--- src/rtl/seg_display_sched.sv ---
// rtl/seg_display_sched.sv - classifier scheduler with a shadow digit bank committed at vsync fall
module seg_display_sched #(
    parameter int NSEG    = 6,
    parameter int TIMEOUT = 4096
) (
    input  logic              dclk,
    input  logic              clr_n,
    input  logic              vsync,
    input  logic              start,
    input  logic              auto_run,
    output logic              cls_req,
    output logic [2:0]        cls_seg,
    input  logic              cls_valid,
    input  logic [3:0]        cls_digit,
    output logic [4*NSEG-1:0] disp_digits,
    output logic              busy,
    output logic              frame_done,
    output logic              err_timeout
);
    // Counter only needs to reach TIMEOUT-1.
    localparam int CW = (TIMEOUT > 2) ? $clog2(TIMEOUT) : 1;

    typedef enum logic [1:0] {
        S_IDLE,
        S_REQ,
        S_WAIT_VB
    } state_t;

    state_t            r_state;
    state_t            w_next;
    logic [2:0]        r_idx;
    logic [CW-1:0]     r_cnt;
    logic              r_gap;
    logic              r_vsync_q;
    logic              r_frame_done;
    logic              r_err;
    logic [4*NSEG-1:0] r_shadow;
    logic [4*NSEG-1:0] r_disp;

    logic       w_req;
    logic       w_accept;
    logic       w_tmo;
    logic       w_adv;
    logic       w_last;
    logic       w_start;
    logic       w_commit;
    logic [3:0] w_result;

    // r_gap forces the one idle cycle between consecutive segment requests.
    assign w_req    = (r_state == S_REQ) && !r_gap;
    assign w_accept = w_req && cls_valid;
    // A valid result on the final cycle beats the timeout.
    assign w_tmo    = w_req && !cls_valid && (r_cnt == CW'(TIMEOUT - 1));
    assign w_adv    = w_accept || w_tmo;
    assign w_last   = (r_idx == 3'(NSEG - 1));
    assign w_start  = (r_state == S_IDLE) && start;
    // frame_done marks the cycle after a commit, so a second commit cannot follow it.
    assign w_commit = (r_state == S_WAIT_VB) && !vsync && r_vsync_q && !r_frame_done;
    assign w_result = (w_accept && (cls_digit <= 4'd9)) ? cls_digit : 4'hF;

    assign cls_req     = w_req;
    assign cls_seg     = r_idx;
    assign busy        = (r_state != S_IDLE);
    assign frame_done  = r_frame_done;
    assign err_timeout = r_err;
    assign disp_digits = r_disp;

    // State register.
    always_ff @(posedge dclk or negedge clr_n) begin
        if (!clr_n) begin
            r_state <= S_IDLE;
        end else begin
            r_state <= w_next;
        end
    end

    // Next state: leave WAIT_VB only after the frame_done cycle.
    always_comb begin
        w_next = r_state;
        case (r_state)
            S_IDLE:    if (start) w_next = S_REQ;
            S_REQ:     if (w_adv && w_last) w_next = S_WAIT_VB;
            S_WAIT_VB: if (r_frame_done) w_next = auto_run ? S_REQ : S_IDLE;
            default:   w_next = S_IDLE;
        endcase
    end

    // Segment index, per-request wait counter and inter-request gap.
    always_ff @(posedge dclk or negedge clr_n) begin
        if (!clr_n) begin
            r_idx <= 3'd0;
            r_cnt <= '0;
            r_gap <= 1'b0;
        end else if (w_start) begin
            r_idx <= 3'd0;
            r_cnt <= '0;
            r_gap <= 1'b0;
        end else if (r_state == S_REQ) begin
            if (r_gap) begin
                r_gap <= 1'b0;
            end else if (w_adv) begin
                r_cnt <= '0;
                if (w_last) begin
                    r_idx <= 3'd0;
                end else begin
                    r_idx <= r_idx + 3'd1;
                    r_gap <= 1'b1;
                end
            end else begin
                r_cnt <= r_cnt + CW'(1);
            end
        end
    end

    // Shadow bank: record each segment's result (or blank) as it completes.
    always_ff @(posedge dclk or negedge clr_n) begin
        if (!clr_n) begin
            r_shadow <= '1;
        end else if (w_adv) begin
            for (int i = 0; i < NSEG; i++) begin
                if (r_idx == 3'(i)) r_shadow[4*i +: 4] <= w_result;
            end
        end
    end

    // Display bank and frame_done update together on the vsync falling edge.
    always_ff @(posedge dclk or negedge clr_n) begin
        if (!clr_n) begin
            r_disp       <= '1;
            r_frame_done <= 1'b0;
        end else begin
            r_frame_done <= w_commit;
            if (w_commit) r_disp <= r_shadow;
        end
    end

    // vsync history for falling-edge detection, tracked in every state.
    always_ff @(posedge dclk or negedge clr_n) begin
        if (!clr_n) begin
            r_vsync_q <= 1'b1;
        end else begin
            r_vsync_q <= vsync;
        end
    end

    // Sticky timeout flag, cleared by an accepted start.
    always_ff @(posedge dclk or negedge clr_n) begin
        if (!clr_n) begin
            r_err <= 1'b0;
        end else if (w_start) begin
            r_err <= 1'b0;
        end else if (w_tmo) begin
            r_err <= 1'b1;
        end
    end
endmodule

--- config.mk ---
export PLATFORM = sky130hd
export DESIGN_NAME = seg_display_sched
export DESIGN_NICKNAME = d
export VERILOG_FILES = /design/src/rtl/seg_display_sched.sv
export SDC_FILE = /design/constraint.sdc
export NUM_CORES = 1
export LEC_CHECK = 0
export ABC_CLOCK_PERIOD_IN_PS = 2600
export BUFFER_PORTS_ARGS = -buffer_cell sky130_fd_sc_hd__buf_2
export CORE_UTILIZATION = 61
export CTS_CLUSTER_DIAMETER = 100
export DETAILED_ROUTE_END_ITERATION = 16
export HOLD_SLACK_MARGIN = 0.12
export PLACE_DENSITY = 0.84
export SYNTH_ARGS = -nofsm -noshare
export SYNTH_HDL_FRONTEND = slang
export SYNTH_SLANG_ARGS = --single-unit
--- constraint.sdc ---
create_clock -name dclk -period 2.6 [get_ports dclk]
set_input_delay 0.78 -clock dclk [delete_from_list [all_inputs] [get_ports dclk]]
set_output_delay 0.78 -clock dclk [all_outputs]
set_load 0.05 [all_outputs]
==> impl_metrics.toml, run 1 <==
[detailed_routing]
firstDrtPassIters = 4
drt_iter0_markers = 160
ant_nets = 0
met1_length_um = 2693
wirelength_um = 5968
num_vias = 2084
routedWlPerCell_um = 16.81
met3_length_um = 239
routed.top_layer = "met4"
routed-wl-met2_um = 2963
via_per_inst = 5.870
route.detailed.drc = 0

[run]
maxCapViolCount = 0

[timing]
tns_ns = 0
maxSlewHeadroom = 0.6008
hold_violations = 0
setup_viol = 0
skew_ns = 0.009985
fin_crit_sh = 0.9161
timing.final.ws_setup_ns = 0.2181
report.final.slew_viol_count = 0
fmax_mhz = 419.8
rsz0062_at_grt = "false"
tightest_slew_ns = 0.5965
fin_crit_ns = 2.382

[placed_design]
dp_slack_ns = 0.5772
hpwl_um = 3970
place.gp.congestion = 0.8402
portBuffers = 40

[worst_setup_path]
r2r_slack_ns = 0.67
crit_path_max_incr_delay_ns = 0.46
r2r-end = "r_shadow[1]"
path_cells = "or3b_1, clkinv_4, buf_2"
slowest_stage = "or3b_1"
end_kind = "output port"
worst_ep_required_time_ns = 1.82
r2r_cells = 6
path_class = "reg -> out"
arrival_ns = 1.60
cp_max_fo = 7
start_kind = "register"
r2r_start = "r_cnt[0]"

[clock_network]
clk_pin_slew_ns = 0.08
clk_latency_ns = 0.34
cts_sinks = 69
clockBufferDepth = 2
cts_tree = "built"
postCtsSetupBuffers = 0
cts_max_level = 3
cts_buffers = 9
holdBufCountCts = 0
root_buffer = "clkbuf_8"
cts_resized = 0

[run_status]
outcome = "finished clean"

[synthesis]
synth_seq_cells = 69
ys.flop_type = "dfstp_2"
synth-seq-area-share = 0.5927
synth-edff-count = 0
syn_nets = 247
postSynthAreaPerCell_um2 = 12.84
ys_async_sr_fraction = 1.000
netlist_area_um2 = 3017
synthCells = 235
synth_cell_type_count = 49
yosys_warnings = 0

[grt]
grt_overflow = 0
grtUsageTotal = 0.2611
grt_pass1_wl_um = 10200
grt_max_degree = 70
grt_pass1_vias = 2101
antenna_found_initial = 0

[power]
finalPower_mw = 3.851
power_density_nw_per_um2 = 1105
p_leak_nw = 1.528
ir_worst_vdd_v = 0.0006272

[cells_and_area]
mostFrequentLayoutCells = "dfstp_2, buf_2, mux2_2"
areaGrowthSynthToFinish_pct = 15.51
n_antenna_cell = 0
fillers = 348
final_common_cell = "dfstp_2"
drive_above_1_share = 0.4965
fin_nets = 295

[floorplan]
die-area_um2 = 5230
start_util = 0.6345
rows = 25
die_w_um = 72.32
die_h_um = 72.32
coreArea_um2 = 4755
pin_count = 41

[min_path]
hp-class = "in -> async"
==> per-stage QoR <==
step,instance area (um^2),hold WS (ns),instances,utilization
after floorplan,3017,0.4734,235,-
after global placement,3299,0.4907,339,0.6939
after detailed placement,3299,0.4930,339,0.6939
after CTS,3485,0.4622,355,0.7329
after global routing,3485,0.4653,355,0.7329
final,3485,0.4706,355,0.7329
==> Yosys cell counts (all sizes together) (2+ instances only) <==
master | instances | share of area
and4 | 2 | 0.0058
nor3b | 2 | 0.0050
nand4 | 2 | 0.0041
dfrtp | 20 | 0.17
nor2 | 17 | 0.021
mux2 | 24 | 0.090
nand2 | 10 | 0.015
ha | 2 | 0.0083
a211o | 2 | 0.0058
a2bb2oi | 12 | 0.035
clkbuf | 3 | 0.0037
buf | 4 | 0.011
xnor2 | 8 | 0.023
dfstp | 49 | 0.43
nor4 | 4 | 0.0083
inv | 7 | 0.0087
o22a | 12 | 0.035
o21ai | 7 | 0.013
o211ai | 2 | 0.0050
nor3 | 13 | 0.028
nand3 | 3 | 0.0050
and2 | 4 | 0.0083
nand4b | 2 | 0.0058
nand3b | 3 | 0.0075
or3 | 2 | 0.0041
==> worst max-delay path: cells and delay by family (launching register included) <==
| family | cells | cell delay, ns |
|---|---|---|
| DFF | 1 | 0.44 |
| buffers and inverters | 2 | 0.36 |
| and+or+nand+nor | 1 | 0.46 |
==> flip-flops by register name, summed over array words and instances (netlist names) <==
register,flops
r_shadow,24
r_gap,1
r_cnt,12
disp_digits,24
err_timeout,1
r_state,2
r_vsync_q,1
frame_done,1
cls_seg,3
==> worst max-delay path by stage <==
stage                from       to  slack, ns  cells after the start
4_1_cts        r_state[1]  cls_req       0.20                      3
6_report       r_state[1]  cls_req       0.22                      3
5_1_grt        r_state[1]  cls_req       0.14                      3
3_5_place_dp   r_state[1]  cls_req       0.58                      3
3_3_place_gp   r_state[1]  cls_req       0.60                      3
2_1_floorplan  r_state[1]  cls_req       0.77                      3
==> layout make-up <==
type                       count  area [um^2]  share of cell area
tap                           67        83.83             0.02406
clock buffer                  11        151.4             0.04345
multi-input combinational    151         1150              0.3300
sequential                    69         1788              0.5131
inverter                       8        35.03             0.01005
clock inverter                 5        33.78            0.009695
timing repair buffer          44        242.7             0.06966
==> power by group <==
group          switching, mW  internal (mW)  leakage, nW  total [mW]
clock                  0.410          0.399       0.0996       0.809
combinational          0.822          0.449        0.650        1.27
sequential             0.235           1.54        0.779        1.77
==> cell families (layout without fill, tap and decap cells) <==
| family | count (synthesis) | count (layout) | synth area share |
|---|---|---|---|
| adders and majority gates | 2 | 2 | 0.008294 |
| and+or+nand+nor | 70 | 70 | 0.1336 |
| DFF | 69 | 69 | 0.5927 |
| buffers and inverters | 15 | 68 | 0.02613 |
| muxes | 24 | 24 | 0.08959 |
| AOI/OAI and AO/OA | 46 | 46 | 0.1236 |
| xor gates and xnor gates | 9 | 9 | 0.02613 |
==> per-layer routing <==
metal / track usage / vias to the layer above
li1: - / 961
met1: 0.3515 / 1050
met2: 0.4154 / 63
met3: 0.05417 / 10
met4: 0.1089 / 0
met5: 0 / -
No activity file was read; power rests on OpenSTA's default activity.
==> inputs of run 2 (changes only) <==
Settings changed: ABC_CLOCK_PERIOD_IN_PS 2600 to 3100.
Clock period 2.6 ns to 3.1 ns, I/O delays scaled along.
==> impl_metrics.toml, run 2 (synthesis results as in run 1) <==
[detailed_routing]
drt_iter0_markers = 161
firstDrtPassIters = 4
routed-wl-met2_um = 3003
routedWlPerCell_um = 16.87
routed.top_layer = "met4"
met3_length_um = 207
via_per_inst = 5.854
met1_length_um = 2702
num_vias = 2084
route.detailed.drc = 0
ant_nets = 0
wirelength_um = 6007

[cells_and_area]
fin_nets = 296
drive_above_1_share = 0.4913
mostFrequentLayoutCells = "dfstp_2, buf_2, mux2_2"
fillers = 357
areaGrowthSynthToFinish_pct = 15.39
final_common_cell = "dfstp_2"
n_antenna_cell = 0
regArea_um2 = 1788
multi_input_area_um2 = 1150
postLayoutCoreUtil = 0.7321

[grt]
antenna_found_initial = 0
grt_max_degree = 33
grtUsageTotal = 0.2573
grt_overflow = 0
grt_pass1_wl_um = 10050
grt_pass1_vias = 2093

[clock_network]
cts_resized = 0
clk_pin_slew_ns = 0.07
cts_tree = "built"
clk_latency_ns = 0.34
holdBufCountCts = 0
cts_buffers = 9
cts_max_level = 3
root_buffer = "clkbuf_8"
postCtsSetupBuffers = 0
clockBufferDepth = 2
cts_sinks = 69

[power]
power_density_nw_per_um2 = 930.8
p_leak_nw = 1.527
ir_worst_vdd_v = 0.0006445
finalPower_mw = 3.240

[placed_design]
hpwl_um = 4152
portBuffers = 40
place.gp.congestion = 0.8492

[floorplan]
die_h_um = 72.32
start_util = 0.6345
pin_count = 41
die-area_um2 = 5230
coreArea_um2 = 4755
die_w_um = 72.32
rows = 25

[timing]
setup_viol = 0
hold_violations = 0
report.final.slew_viol_count = 0
tightest_slew_ns = 0.7144
fmax_mhz = 372.8
maxSlewHeadroom = 0.5237
fin_crit_sh = 0.8653
tns_ns = 0
rsz0062_at_grt = "false"
fin_crit_ns = 2.683
skew_ns = 0.007532

[worst_setup_path]
cp_max_fo = 16
crit_path_max_incr_delay_ns = 0.44
slowest_stage = "dfrtp_1"
r2r_cells = 6
arrival_ns = 1.75
path_cells = "or3b_1, buf_4, clkinv_4, buf_2"
r2r_slack_ns = 1.12
path_class = "reg -> out"
worst_ep_required_time_ns = 2.17
r2r-end = "r_shadow[0]"
r2r_start = "r_state[1]"
start_kind = "register"
end_kind = "output port"

[min_path]
hp-class = "reg -> reg"
hold_path_end = "r_shadow[19]"
holdPathStages = 1
hold_start = "r_shadow[19]"

[run_status]
outcome = "finished clean"

[run]
maxCapViolCount = 0
==> run 2: changes by cell type in the layout (fill, tap and decap cells not counted), sizes merged <==
cell	delta
buf	+1
clkbuf	+2
clkinv	-2
==> run 2: how the worst max path moves through the flow <==
stage                     from      end  slack, ns  cells past startpoint
CTS                 r_state[1]  cls_req       0.42                      4
detailed placement  r_state[1]  cls_req       0.78                      4
global placement    r_state[1]  cls_req       0.83                      4
global route        r_state[1]  cls_req       0.36                      4
floorplan           r_state[1]  cls_req       1.12                      3
finish              r_state[1]  cls_req       0.42                      4
==> run 2: per-layer routing <==
metal / vias to the layer above / track usage
met2: 58 / 0.4206
met4: 0 / 0.1242
met5: - / 0
met3: 9 / 0.04444
li1: 967 / -
met1: 1050 / 0.3352
==> run 2: power breakdown <==
| group | internal [mW] | switching, mW | leakage (nW) |
|---|---|---|---|
| Clock | 0.360 | 0.329 | 0.0989 |
| Sequential | 1.29 | 0.204 | 0.779 |
| Combinational | 0.375 | 0.684 | 0.650 |
| Total | 2.02 | 1.22 | 1.53 |
==> run 2: through the flow <==
stage          area [um^2]  setup WS [ns]  cells  hold WS [ns]
2_1_floorplan         3017          1.117    235        0.4734
3_3_place_gp          3294         0.8280    340        0.4913
3_5_place_dp          3294         0.7768    340        0.4940
4_1_cts               3481         0.4174    356        0.5062
5_1_grt               3481         0.3629    356        0.5115
6_report              3481         0.4174    356        0.5047
==> run 2: critical path: cells and delay by family, from the launching register on <==
| kind | cells | cell delay [ns] |
|---|---|---|
| buffers and inverters | 3 | 0.57 |
| AND/OR/NAND/NOR | 1 | 0.40 |
| flip-flops | 1 | 0.44 |
==> run 2: layout make-up <==
| cell class | count | area share |
|---|---|---|
| Timing Repair Buffer | 45 | 0.06830 |
| Clock buffer | 13 | 0.04889 |
| Multi-Input combinational cell | 151 | 0.3303 |
| Tap cell | 67 | 0.02408 |
| Inverter | 8 | 0.01006 |
| Clock inverter | 3 | 0.004673 |
| Sequential cell | 69 | 0.5137 |
==> inputs of run 3 (changes only) <==
Settings changed: ABC_AREA from default to 1.
==> impl_metrics.toml, run 3 <==
[synthesis]
synth-edff-count = 0
ys_top_cells_by_count = "nand2_1, dfstp_2, o21ai_1, dfrtp_1, inv_1"
synth_cell_type_count = 31
ys_async_sr_fraction = 1.000
yosys.cell_count.top_type = "nand2_1"
synth_seq_cells = 69
synth-seq-area-share = 0.5922
postSynthAreaPerCell_um2 = 9.347
synth_area_leaders = "dfstp_2, dfrtp_1, nand2_1"
netlist_area_um2 = 3019
ys.flop_type = "dfstp_2"
yosys.area.top_type = "dfstp_2"
syn_nets = 335
synthCells = 323
synth_top_area_frac = 0.4264
yosys_warnings = 0

[timing]
fmax_mhz = 428.8
fin_crit_sh = 0.7523
report.final.slew_viol_count = 0
maxSlewHeadroom = 0.5302
rsz0062_at_grt = "false"
tightest_slew_ns = 0.7047
fin_crit_ns = 2.332
skew_ns = 0.006900
tns_ns = 0
hold_violations = 0
timing.final.ws_setup_ns = 0.7679
holdWs_ns = 0.4626
setup_viol = 0

[clock_network]
root_buffer = "clkbuf_8"
cts_resized = 0
clk_latency_ns = 0.33
holdBufCountCts = 0
postCtsSetupBuffers = 0
cts_max_level = 3
clockBufferDepth = 2
cts_tree = "built"
cts_buffers = 9
cts_sinks = 69
clk_pin_slew_ns = 0.07

[worst_setup_path]
arrival_ns = 1.40
worst_ep_required_time_ns = 2.17
slowest_stage = "dfrtp_1"
path_cells = "inv_2, nor2_4, nand2_4, inv_2, buf_2"
cpMostUsedCell = "inv_2"
start_kind = "register"
end_kind = "output port"
crit_path_max_incr_delay_ns = 0.41
critPathTopFamily = "buffers and inverters"
critical_path_buf_inv_count = 3
cp_max_fo = 5
path_class = "reg -> out"

[grt]
antenna_found_initial = 0
grt_pass1_vias = 2208
grt_pass1_wl_um = 9922
grt_overflow = 0
grtUsageTotal = 0.2546
grt_max_degree = 34

[detailed_routing]
wirelength_um = 5675
drt_iter0_markers = 153
num_vias = 2240
ant_nets = 0
route.detailed.drc = 0
via_per_inst = 5.034
firstDrtPassIters = 4
routedWlPerCell_um = 12.75

[placed_design]
portBuffers = 40
placed_area_um2 = 3308
hpwl_um = 3926
place.gp.congestion = 0.8074
place_inst = 429
dp_slack_ns = 1.081

[floorplan]
start_util = 0.6350
pin_count = 41
die_h_um = 72.35
die_w_um = 72.35
die-area_um2 = 5235
rows = 25
coreArea_um2 = 4755

[min_path]
hp-class = "reg -> reg"

[cells_and_area]
areaGrowthSynthToFinish_pct = 15.50
fillers = 352
n_antenna_cell = 0
final_area_um2 = 3487
mostFrequentLayoutCells = "nand2_1, dfstp_2, buf_2"
instances_no_fill = 445
final_common_cell = "nand2_1"
drive_above_1_share = 0.3545
fin_nets = 385

[power]
ir_worst_vdd_v = 0.0007264
power_density_nw_per_um2 = 835.0
p_leak_nw = 1.793

[run]
maxCapViolCount = 0

[run_status]
outcome = "finished clean"
==> run 3: cell count changes after synthesis, sizes merged, moves of 5 or more <==
cell	delta
nor3	-5
o21ai	+25
o22a	-12
a2bb2oi	-12
nand2	+126
inv	+17
a21oi	+5
xnor2	-7
mux2	-24
==> run 3: cell families after synthesis <==
family                   count (synthesis)  share of synthesized area
buffers and inverters                   28                    0.03564
AO/OA/AOI/OAI                           43                    0.07916
flip-flops                              69                     0.5922
AND/OR/NAND/NOR                        175                     0.2673
XOR/XNOR                                 6                    0.01741
adder cells (fa/ha/maj)                  2                   0.008287
==> run 3: final cells by class <==
class                      instances  area, um^2  area share
sequential                        69        1788      0.5127
multi-input combinational        226        1124      0.3222
tap                               67       83.83     0.02404
clock inverter                     3       18.77    0.005382
timing repair buffer              43       222.7     0.06387
clock buffer                      13       160.2     0.04593
inverter                          24       90.09     0.02583
==> run 3: path summary, 6_finish.rpt <==
kind	startpoint	to	slack (ns)	depth (start not counted)
min in group asynchronous	clr_n	r_cnt[3]	0.64	1
hold reg to reg	r_shadow[16]	disp_digits[16]	0.46	2
setup reg to reg	r_cnt[0]	r_state[0]	1.51	10
max in group asynchronous	clr_n	disp_digits[5]	1.67	2
setup / recovery	r_state[0]	cls_req	0.77	5
hold / removal	r_shadow[16]	disp_digits[16]	0.46	2
==> run 3: report_power, final <==
part           switching, mW  internal, mW  total (mW)
Clock                  0.318         0.339       0.657
Combinational          0.637         0.247       0.883
Sequential             0.136          1.24        1.37
==> run 3: stage by stage <==
step	util	total power, mW
3_3_place_gp	0.6958	2.222
5_1_grt	0.7334	3.090
6_report	0.7334	2.912
3_5_place_dp	0.6958	2.258
2_1_floorplan	-	2.045
4_1_cts	0.7334	2.933
==> run 3: per-layer routing <==
| layer | vias up | wire length (um) | share of wire | GRT usage |
|---|---|---|---|---|
| met1 | 1049 | 2605 | 0.46 | 0.3188 |
| met5 | - | 0 | 0 | 0 |
| met2 | 58 | 2779 | 0.49 | 0.4112 |
| met3 | 8 | 223 | 0.039 | 0.06806 |
| li1 | 1125 | - | - | - |
| met4 | 0 | 66 | 0.012 | 0.1264 |
==> run 3: worst register-to-register path: stages (launching register included) <==
cell and delay, ns:
dfrtp_1 0.39, ha_1 0.18, nand2_1 0.05, inv_1 0.09, nand2_1 0.11, nor2_4 0.18, nand2_4 0.10, nand2_8 0.14
nand2_4 0.10, nand2_1 0.09, a21oi_1 0.05
